===== src/rtl/result_ascii_emitter.sv =====
// result_ascii_emitter: binary-to-decimal ASCII streamer (double-dabble), optional newline via RESULT_ASCII_NEWLINE_EN
module result_ascii_emitter #(
  parameter int WIDTH = 64,
  parameter int NDIG  = 20
) (
  input  logic             clk,
  input  logic             rst_n,
  input  logic             in_valid,
  input  logic [WIDTH-1:0] in_value,
  output logic             in_ready,
  output logic             out_valid,
  output logic [7:0]       out_char,
  output logic             out_last,
  input  logic             out_ready
);
  localparam int CW = $clog2(WIDTH + 1);
  localparam int IW = $clog2(NDIG);
  localparam int BW = 4 * NDIG;
  typedef enum logic [2:0] {
    IDLE, CONVERT, SKIP, EMIT
`ifdef RESULT_ASCII_NEWLINE_EN
    , NL
`endif
  } state_t;
  state_t         state;
  logic [WIDTH-1:0] shift;
  logic [BW-1:0]  bcd, adj;
  logic [CW-1:0]  cnt;
  logic [IW-1:0]  idx;
  logic [3:0]     dig;
  assign dig = bcd[{idx, 2'b00} +: 4];
  assign in_ready = state == IDLE;
`ifdef RESULT_ASCII_NEWLINE_EN
  assign out_valid = state == EMIT || state == NL;
  assign out_last  = state == NL;
  assign out_char  = state == EMIT ? 8'h30 + {4'h0, dig} : state == NL ? 8'h0A : 8'h00;
`else
  assign out_valid = state == EMIT;
  assign out_last  = state == EMIT && idx == '0;
  assign out_char  = state == EMIT ? 8'h30 + {4'h0, dig} : 8'h00;
`endif
  // add-3 correction on every nibble that would overflow past 9 after the shift
  always_comb begin
    adj = bcd;
    for (int i = 0; i < NDIG; i++)
      adj[4*i +: 4] = bcd[4*i +: 4] >= 4'd5 ? bcd[4*i +: 4] + 4'd3 : bcd[4*i +: 4];
  end
  // control FSM: capture, convert bit-serially, skip leading zeros, stream digits
  always_ff @(posedge clk) begin
    if (!rst_n) begin
      state <= IDLE;
      shift <= '0;
      bcd   <= '0;
      cnt   <= '0;
      idx   <= '0;
    end else begin
      case (state)
        IDLE: if (in_valid) begin
          shift <= in_value;
          bcd   <= '0;
          cnt   <= CW'(WIDTH);
          state <= CONVERT;
        end
        CONVERT: begin
          {bcd, shift} <= {adj[BW-2:0], shift, 1'b0};
          cnt <= cnt - 1'b1;
          if (cnt == CW'(1)) begin
            state <= SKIP;
            idx   <= IW'(NDIG - 1);
          end
        end
        SKIP: if (dig == 4'd0 && idx != '0) idx <= idx - 1'b1;
              else state <= EMIT;
        EMIT: if (out_ready) begin
          if (idx != '0) idx <= idx - 1'b1;
`ifdef RESULT_ASCII_NEWLINE_EN
          else state <= NL;
`else
          else state <= IDLE;
`endif
        end
`ifdef RESULT_ASCII_NEWLINE_EN
        NL: if (out_ready) state <= IDLE;
`endif
        default: state <= IDLE;
      endcase
    end
  end
endmodule


===== config.mk =====
export PLATFORM = sky130hd
export DESIGN_NAME = result_ascii_emitter
export DESIGN_NICKNAME = d
export VERILOG_FILES = /design/src/rtl/result_ascii_emitter.sv
export SDC_FILE = /design/constraint.sdc
export NUM_CORES = 1
export LEC_CHECK = 0
export BUFFER_PORTS_ARGS = -buffer_cell sky130_fd_sc_hd__buf_2
export CAP_MARGIN = 20
export CELL_PAD_IN_SITES_DETAIL_PLACEMENT = 1
export CELL_PAD_IN_SITES_GLOBAL_PLACEMENT = 1
export CORE_MARGIN = 4
export CORE_UTILIZATION = 49
export CTS_CLUSTER_SIZE = 24
export DETAILED_ROUTE_END_ITERATION = 8
export GPL_TIMING_DRIVEN = 1
export PLACE_DENSITY_LB_ADDON = 0.1
export SLEW_MARGIN = 20
export SYNTH_ARGS = -nofsm -noshare
export SYNTH_HDL_FRONTEND = slang
export SYNTH_SLANG_ARGS = --single-unit

===== constraint.sdc =====
create_clock -name clk -period 4.66 [get_ports clk]
set_input_delay 0.932 -clock clk [delete_from_list [all_inputs] [get_ports clk]]
set_output_delay 0.932 -clock clk [all_outputs]
set_load 0.005 [all_outputs]

# [Word-level counts from Yosys, hierarchy flattened]
# Index checks and enable logic that the tools add are counted.
[word_totals] reg_bits=159 latchBits=0 ramBits=0 mem_bits_ro=0 wordCells=109 mem_count=0
[classes] add_sub_neg=23 multipliers=0 n_div=0 magnitude_cmp=20 eq_ne=11 n_shift=1 muxes=38 bitwise=0 reduce_logical=11
[op_table] cell="$pmux 80 s2" count=1
[op_table] cell="$pmux 64 s2" count=1
[op_table] cell="$ge 4x3->1 const B" count=20
[op_table] cell="$mux 80" count=1
[op_table] cell="$shiftx 80x8->4" count=1
[op_table] cell="$add 4x2->4 const B" count=19
[op_table] cell="$mux 4" count=19
[op_table] cell="$mux 64" count=1
[op_table] cell="$mux 5" count=4
[op_table] cell="$mux 3" count=6
[op_table] cell="$pmux 5 s3" count=1
[op_table] cell="$mux 7" count=2
[op_table] cell="$pmux 7 s2" count=1
[op_table] cell="$pmux 3 s4" count=1
[op_table] cell="$ne 2x2->1 const B" count=5
[op_table] cell="$reduce_and 5->1" count=2
[op_table] cell="$add 6x4->7 const A" count=1
[op_table] cell="$eq 7x1->1 const B" count=1
[op_table] cell="$sub 7x1->7 const B" count=1
[op_table] cell="$eq 3x2->1 const B" count=2
[op_table] cell="$logic_not 5->1" count=1
[op_table] cell="$reduce_bool 5->1" count=1
[op_table] cell="$sub 5x1->5 const B" count=1
[op_table] cell="$logic_not 4->1" count=1
[op_table] cell="8 further kinds" count=10

# [Logic depth before layout (Yosys ltp)]
# Gate-level depths: netlist (run 1).
[logic_depth] depth_word=5 mapped_depth=12

# [Least setup slack after synthesis (run 1)]
# Ideal clock, no wire load.
[synth_path] path_kind="reg-to-output" startpoint="reg idx[0]" endpoint="out out_char[0]" arrival_time_ps=1403 setup_slack_ps=2325 stages_incl_launch_ff=6 n_path_buf=1 path_cell_list="dfxtp_1 buf_6 mux4_2 and3_4 a41oi_4 a21oi_1"
[synth_between] elab_chain_len=3
[synth_rtl] item="from (decl)" line="29" text="logic [IW-1:0] idx;"
[synth_rtl] item="from (signal assigned)" line="69" text="idx <= IW'(NDIG - 1);"
[synth_rtl] item="from (signal assigned)" line="72" text="SKIP: if (dig == 4'd0 && idx != '0) idx <= idx - 1'b1;"
[synth_rtl] item="from (signal assigned)" line="75" text="if (idx != '0) idx <= idx - 1'b1;"
[synth_rtl] item="$shiftx 80x8->4" line="31" text="assign dig = bcd[{idx, 2'b00} +: 4];"
[synth_rtl] item="$add 6x4->7" line="40" text="assign out_char = state == EMIT ? 8'h30 + {4'h0, dig} : 8'h00;"
[synth_rtl] item="$mux 7" line="40"
[synth_rtl] item="to (decl)" line="12" text="output logic [7:0] out_char,"
# Every way passes these cells.

# [Worst setup path in the final report (run 1)]
# Ends and elaborated chain as after synthesis.

==> impl_metrics.tcl, run 1 <==
set metrics [dict create \
    ys_top_cells_by_count "dfxtp_1, nor2_1, o21ai_0" \
    synth.avg_cell_area_um2 8.323 \
    period_needed_ns 3.347 \
    synth_top_area_frac 0.3661 \
    vias 7590 \
    yosysMostFrequentCell "dfxtp_1" \
    cts_tree "done" \
    remaining_drc_errors 0 \
    dieArea_um2 19820 \
    post_layout_nonfiller_instances 1306 \
    ios 79 \
    rr_endpoint "idx[1]" \
    rsz0062_at_grt "no" \
    netlist_area_um2 8640 \
    powerDensity_nw_per_um2 525.1 \
    dieWidth_um 140.8 \
    cts_setup_buffers 0 \
    synthMuxAreaShare 0.08805 \
    cts_resized 0 \
    finalSetupViolCount 0 \
    ant_nets 0 \
    timing.rr.start "idx[0]" \
    status "completed" \
    wire_per_inst_um 17.53 \
    synth_top_family_by_area "compound AO/OA/AOI/OAI gates" \
    synthXorXnorAreaFrac 0.04461 \
    cp-end-kind "output port" \
    start_util 0.4995 \
    drt-total-wl_um 22900 \
    antenna_found_initial 2 \
    synth.distinct_cells 52 \
    maxSlewViolCount 0 \
    holdBufCountCts 0 \
    drt_iter0_markers 408 \
    post-place-ws_ns 1.371 \
    post-dp-hpwl_um 14990 \
    p_leak_uw 0.003509 \
    cts.sinks 158 \
    skew_ns 0.007625 \
    maxCapViolations 0 \
    worstHoldStart "shift[57]" \
    clockRootBuffer "clkbuf_16" \
    fin_nets 1187 \
    synth_fa_ha_area_frac 0.07096 \
    rrSetupSlack_ns 1.74 \
    overflow 0 \
    highest-signal-layer "met5" \
    syn-instance-count 1038 \
    hold_path.class "flop to flop" \
    cp_max_fo 28 \
    ys.flop_type "dfxtp_1" \
    path_class "flop to output port" \
    yosys_warnings 0 \
    slew_headroom 0.3389 \
    wl_met1_um 10240 \
    rr_worst_depth 9 \
    ys_seq_elements 158 \
    clock_latency_ns 0.43 \
    grt_pass1_vias 7756 \
    grt_pass1_wl_um 38740 \
    fmaxAchievable_ghz 0.2988 \
    fillCellCount 2082 \
    synthArstFlopShare 0 \
    rows 48 \
    layout_setup_ws_ns 1.313 \
    io_buffer_count 76 \
    clockBufferDepth 2 \
    synth_edf_count 0 \
    core_um2 17300 \
    synth.yosys.seq_area_share 0.3661 \
    yosys.area.top_type "dfxtp_1" \
    avgViaCountPerCell 5.812 \
    hold_viol 0 \
    cts-htree-levels 4 \
    antennaDiodeCount 0 \
    synth.area.top_cells "dfxtp_1, ha_1, mux2i_1" \
    synth_simple_gate_area_share 0.1579 \
    wl_met3_um 875 \
    fp.dieH_um 140.8 \
    min_to "shift[57]" \
    power_uw 5099 \
    worst_pin_slew_ns 0.9893 \
    met2_length_um 11530 \
    finalCoreUtilization 0.5613 \
    track_usage 0.2356 \
    ir_worst_vdd_mv 0.3518 \
    areaGrowthSynthToFinish_pct 12.38 \
    fin_tns_setup_ns 0 \
    drive_above_1_share 0.1295 \
    cp.required_ns 3.73 \
    period_share 0.7183 \
    path_clk_slew_ns 0.06 \
    numCtsBuffers 17 \
    place_congestion 0.8052 \
    placed_cells_incl_taps 1274 \
    whs_path_depth 2 \
    synth-compound-area-share 0.2117 \
    startpoint "idx[0]" \
    dr.pass1.iters 4 \
    arrival_ns 2.42 \
    grt_max_degree 91 \
    start_kind "flop" \
]
-- flip-flops by register name, summed over array words and instances (netlist names) --
signal,cells
state,2
cnt,7
idx,5
bcd,80
shift,64
-- area by class of cell --
type,count,area [um2],area share
Multi-Input combinational cell,754,4985,0.5134
Sequential cell,158,3164,0.3259
Timing Repair Buffer,86,498.0,0.05129
Clock buffer,18,439.2,0.04523
Tap cell,225,281.5,0.02899
Inverter,53,201.4,0.02075
Clock inverter,12,140.1,0.01443
-- metal layers --
metal | global-route usage | vias up
li1 | - | 3740
met1 | 0.2949 | 3720
met2 | 0.4128 | 105
met3 | 0.05326 | 21
met4 | 0.05660 | 4
met5 | 0 | -
-- worst max path at each step --
stage | cells after the start | endpoint
2_1_floorplan | 5 | out_char[0]
3_3_place_gp | 6 | out_char[2]
3_5_place_dp | 6 | out_char[2]
4_1_cts | 6 | out_char[2]
5_1_grt | 6 | out_char[0]
6_report | 6 | out_char[0]
-- layout by cell type (no fill, tap or decap), types with 4 or more instances in the layout --
cell	Yosys	routed
clkinv_4	0	4
o2111ai_1	4	4
a21oi_1	71	71
xor2_1	22	22
mux4_2	7	7
o211ai_1	6	6
a22oi_1	46	46
o22ai_1	21	21
a211oi_1	42	42
nand3_1	30	30
nor3_1	43	43
nand2b_1	22	21
mux2i_1	58	58
o21ai_0	80	80
clkbuf_16	0	17
nor2b_1	6	6
ha_1	49	48
inv_1	53	52
nor2_1	143	142
buf_2	5	76
xnor2_1	22	22
nand2_1	41	41
nand4_1	7	7
buf_4	8	6
dfxtp_1	158	157
-- where the power goes --
group / switching (uW) / total (uW) / internal (uW) / leakage [uW]
combinational: 1150 / 1840 / 689 / 0.00194
sequential: 236 / 1860 / 1620 / 0.00129
clock: 595 / 1400 / 803 / 0.000280
total: 1990 / 5100 / 3110 / 0.00351
-- critical path, stage by stage (launching register included) --
cell and delay [ns]:
dfxtp_1 0.52, buf_4 0.40, nor2_1 0.15, a22oi_1 0.36, a41oi_4 0.19, a21oi_1 0.21
buf_2 0.15
-- per-stage QoR --
stage	instance area [um2]	hold WS (ns)
finish	9709	0.4997
global route	9709	0.5226
CTS	9676	0.5045
detailed placement	9096	0.4952
global placement	9096	0.4798
floorplan	8643	0.4591
-- kinds of logic after synthesis --
family	after synthesis
simple gates	301
flops	158
mux	67
buf+inv	127
other cells	1
xor+xnor	44
compound gates	291
fa+ha+maj	49
Note: power is estimated with default switching activity, not from simulation.
==> run 2, diff against run 1 <==
ABC_AREA = 1   (was unset)
CORE_UTILIZATION = 39   (was 49)
clock period = 2.7 ns   (was 4.66 ns; I/O delays follow)
==> run 2 against run 1 <==
Effect of this change:
- die area grew 29%
- largest cell class unchanged
- via count up 14%
- synthesized cell count is 29% higher
- power is 67% higher
- critical path depth unchanged
- clock-buffer cell count down 1
- design area grew 5.0%
- wire length increased by 11%
- core utilization is 11 points lower
- hold slack worse by 0.14 ns
==> impl_metrics.tcl, run 2 <==
set metrics [dict create \
    status "completed" \
    highest-signal-layer "met5" \
    drt-total-wl_um 25340 \
    clock_latency_ns 0.44 \
    start_util 0.3976 \
    finalSetupViolCount 0 \
    remaining_drc_errors 0 \
    netlist_area_um2 9002 \
    synth.distinct_cells 37 \
    post_layout_nonfiller_instances 1681 \
    path_delay_family "simple AND/OR/NAND/NOR gates" \
    start_kind "flop" \
    yosysMostFrequentCell "nand2_1" \
    layout_setup_ws_ns 0.1878 \
    hold_path.class "input port to flop" \
    synth.area.top_cells "dfxtp_1, nand2_1, ha_1" \
    ys.flop_type "dfxtp_1" \
    numCtsBuffers 17 \
    cp-end-kind "output port" \
    regMostFlops "bcd" \
    cp_slowest_cell "dfxtp_1" \
    maxSlewViolCount 0 \
    worst_pin_slew_ns 0.6287 \
    finish.instance_area_um2 10200 \
    drt_iter0_markers 421 \
    cts_tree "done" \
    yosys.area.top_type "dfxtp_1" \
    ys_top_cells_by_count "nand2_1, dfxtp_1, inv_1" \
    dieArea_um2 25580 \
    wire_per_inst_um 15.07 \
    maxCapViolations 0 \
    synthArstFlopShare 0 \
    vias 8656 \
    post-dp-hpwl_um 17530 \
    grt_pass1_vias 8834 \
    fmaxAchievable_ghz 0.3981 \
    slowest_delay_ns 0.42 \
    reg_top3 "bcd (80), shift (64), cnt (7)" \
    cp.required_ns 2.16 \
    synth.avg_cell_area_um2 6.698 \
    cp_max_fo 8 \
    antennaDiodeCount 0 \
    syn-instance-count 1344 \
    slew_headroom 0.5801 \
    areaGrowthSynthToFinish_pct 13.27 \
    track_usage 0.2000 \
    grt_max_degree 82 \
    layout_common_cells "nand2_1, dfxtp_1, inv_1, a21oi_1, nand3_1" \
    cp_cell_sequence "nor2_2 -> inv_1 -> nor2_1 -> nand2_1 -> nor2_1 -> buf_2" \
    synth.yosys.seq_area_share 0.3514 \
    dieWidth_um 159.9 \
    rsz0062_at_grt "no" \
    fin_nets 1500 \
    wl_met1_um 12560 \
    hold_viol 0 \
    place_congestion 0.8302 \
    cts_resized 0 \
    overflow 0 \
    skew_ns 0.01289 \
    fin_tns_setup_ns 0 \
    fp.dieH_um 159.9 \
    synth_edf_count 0 \
    wl_met3_um 641 \
    ir_worst_vdd_mv 0.4477 \
    period_share 0.9304 \
    powerDensity_nw_per_um2 836.4 \
    io_buffer_count 76 \
    ios 79 \
    post-place-ws_ns 0.5832 \
    clockRootBuffer "clkbuf_16" \
    critPathBufInv 2 \
    placedInstanceArea_um2 9569 \
    yosys_warnings 0 \
    grt_pass1_wl_um 43370 \
    seq_area_um2 3164 \
    core_um2 22640 \
    largest_reg_flops 80 \
    power_uw 8529 \
    cts_setup_buffers 0 \
    cts-htree-levels 4 \
    fillCellCount 2998 \
    drive_above_1_share 0.1089 \
    path_clk_slew_ns 0.08 \
    holdBufCountCts 0 \
    multi_input_area_um2 4922 \
    final_common_cell "nand2_1" \
    arrival_ns 1.97 \
    synth_top_area_frac 0.3514 \
    clockBufferDepth 2 \
    dr.pass1.iters 5 \
    p_leak_uw 0.003982 \
    ant_nets 0 \
    crit_top_cell "nor2_1" \
    avgViaCountPerCell 5.149 \
    placed_cells_incl_taps 1649 \
    met2_length_um 11840 \
    period_needed_ns 2.512 \
    rows 55 \
    antenna_found_initial 1 \
    path_class "flop to output port" \
    ys_seq_elements 158 \
    cts.sinks 158 \
]
[run 2: changes by cell type in the layout (fill, tap and decap cells not counted), moves of 42 or more]
cell     change
mux2i_1     -58
a21oi_1     +42
a22oi_1     -46
nand3_1     +66
nor2_1      -81
nand2_1    +344
inv_1       +87
a31oi_1     +60
[run 2: area by class of cell]
type / count / area share
clock buffers: 17 / 0.04172
clock inverters: 15 / 0.01890
inverters: 147 / 0.05485
multi-input cells: 964 / 0.4827
flip-flops and latches: 158 / 0.3103
well taps: 285 / 0.03497
repair buffers: 95 / 0.05656
[run 2: where the power goes]
part	switching, uW	leakage (uW)	total, uW	internal, uW
Clock	1230	0.000296	2500	1270
Combinational	2080	0.00240	3030	955
Sequential	260	0.00129	2990	2730
Total	3570	0.00398	8530	4960
[run 2: cells by family (layout without fill, tap and decap cells)]
family | Yosys count | in the layout | share of synthesized area
AND/OR/NAND/NOR | 579 | 579 | 0.2645
AO/OA/AOI/OAI | 310 | 310 | 0.1894
buffers and inverters | 223 | 274 | 0.1028
flip-flops | 158 | 158 | 0.3514
adder cells (fa/ha/maj) | 49 | 49 | 0.06810
XOR/XNOR | 24 | 24 | 0.02335
other | 1 | 2 | 0.0004166
[run 2: metal layers]
metal,global-route usage,vias up
met1,0.2710,4087
met5,0,-
met2,0.3356,90
met4,0.04810,2
met3,0.03123,20
li1,-,4457
[run 2: tightest hold or removal path: stages]
cell and delay [ns]:
buf_2 0.10, nand2_1 0.06, a21oi_1 0.05
[run 2: final timing paths]
path | from | to | slack, ns | cells after the start
max reg2reg | state[1] | bcd[70] | 0.53 | 11
max | idx[3] | out_last | 0.19 | 6
min | in_value[0] | shift[0] | 0.36 | 3
min reg2reg | shift[0] | shift[0] | 0.46 | 2
[run 2: stage by stage]
| step | hold WS (ns) | util |
|---|---|---|
| finish | 0.3595 | 0.4504 |
| global route | 0.3445 | 0.4504 |
| CTS | 0.3462 | 0.4500 |
| detailed placement | 0.4608 | 0.4227 |
| global placement | 0.4500 | 0.4227 |
| floorplan | 0.4401 | - |
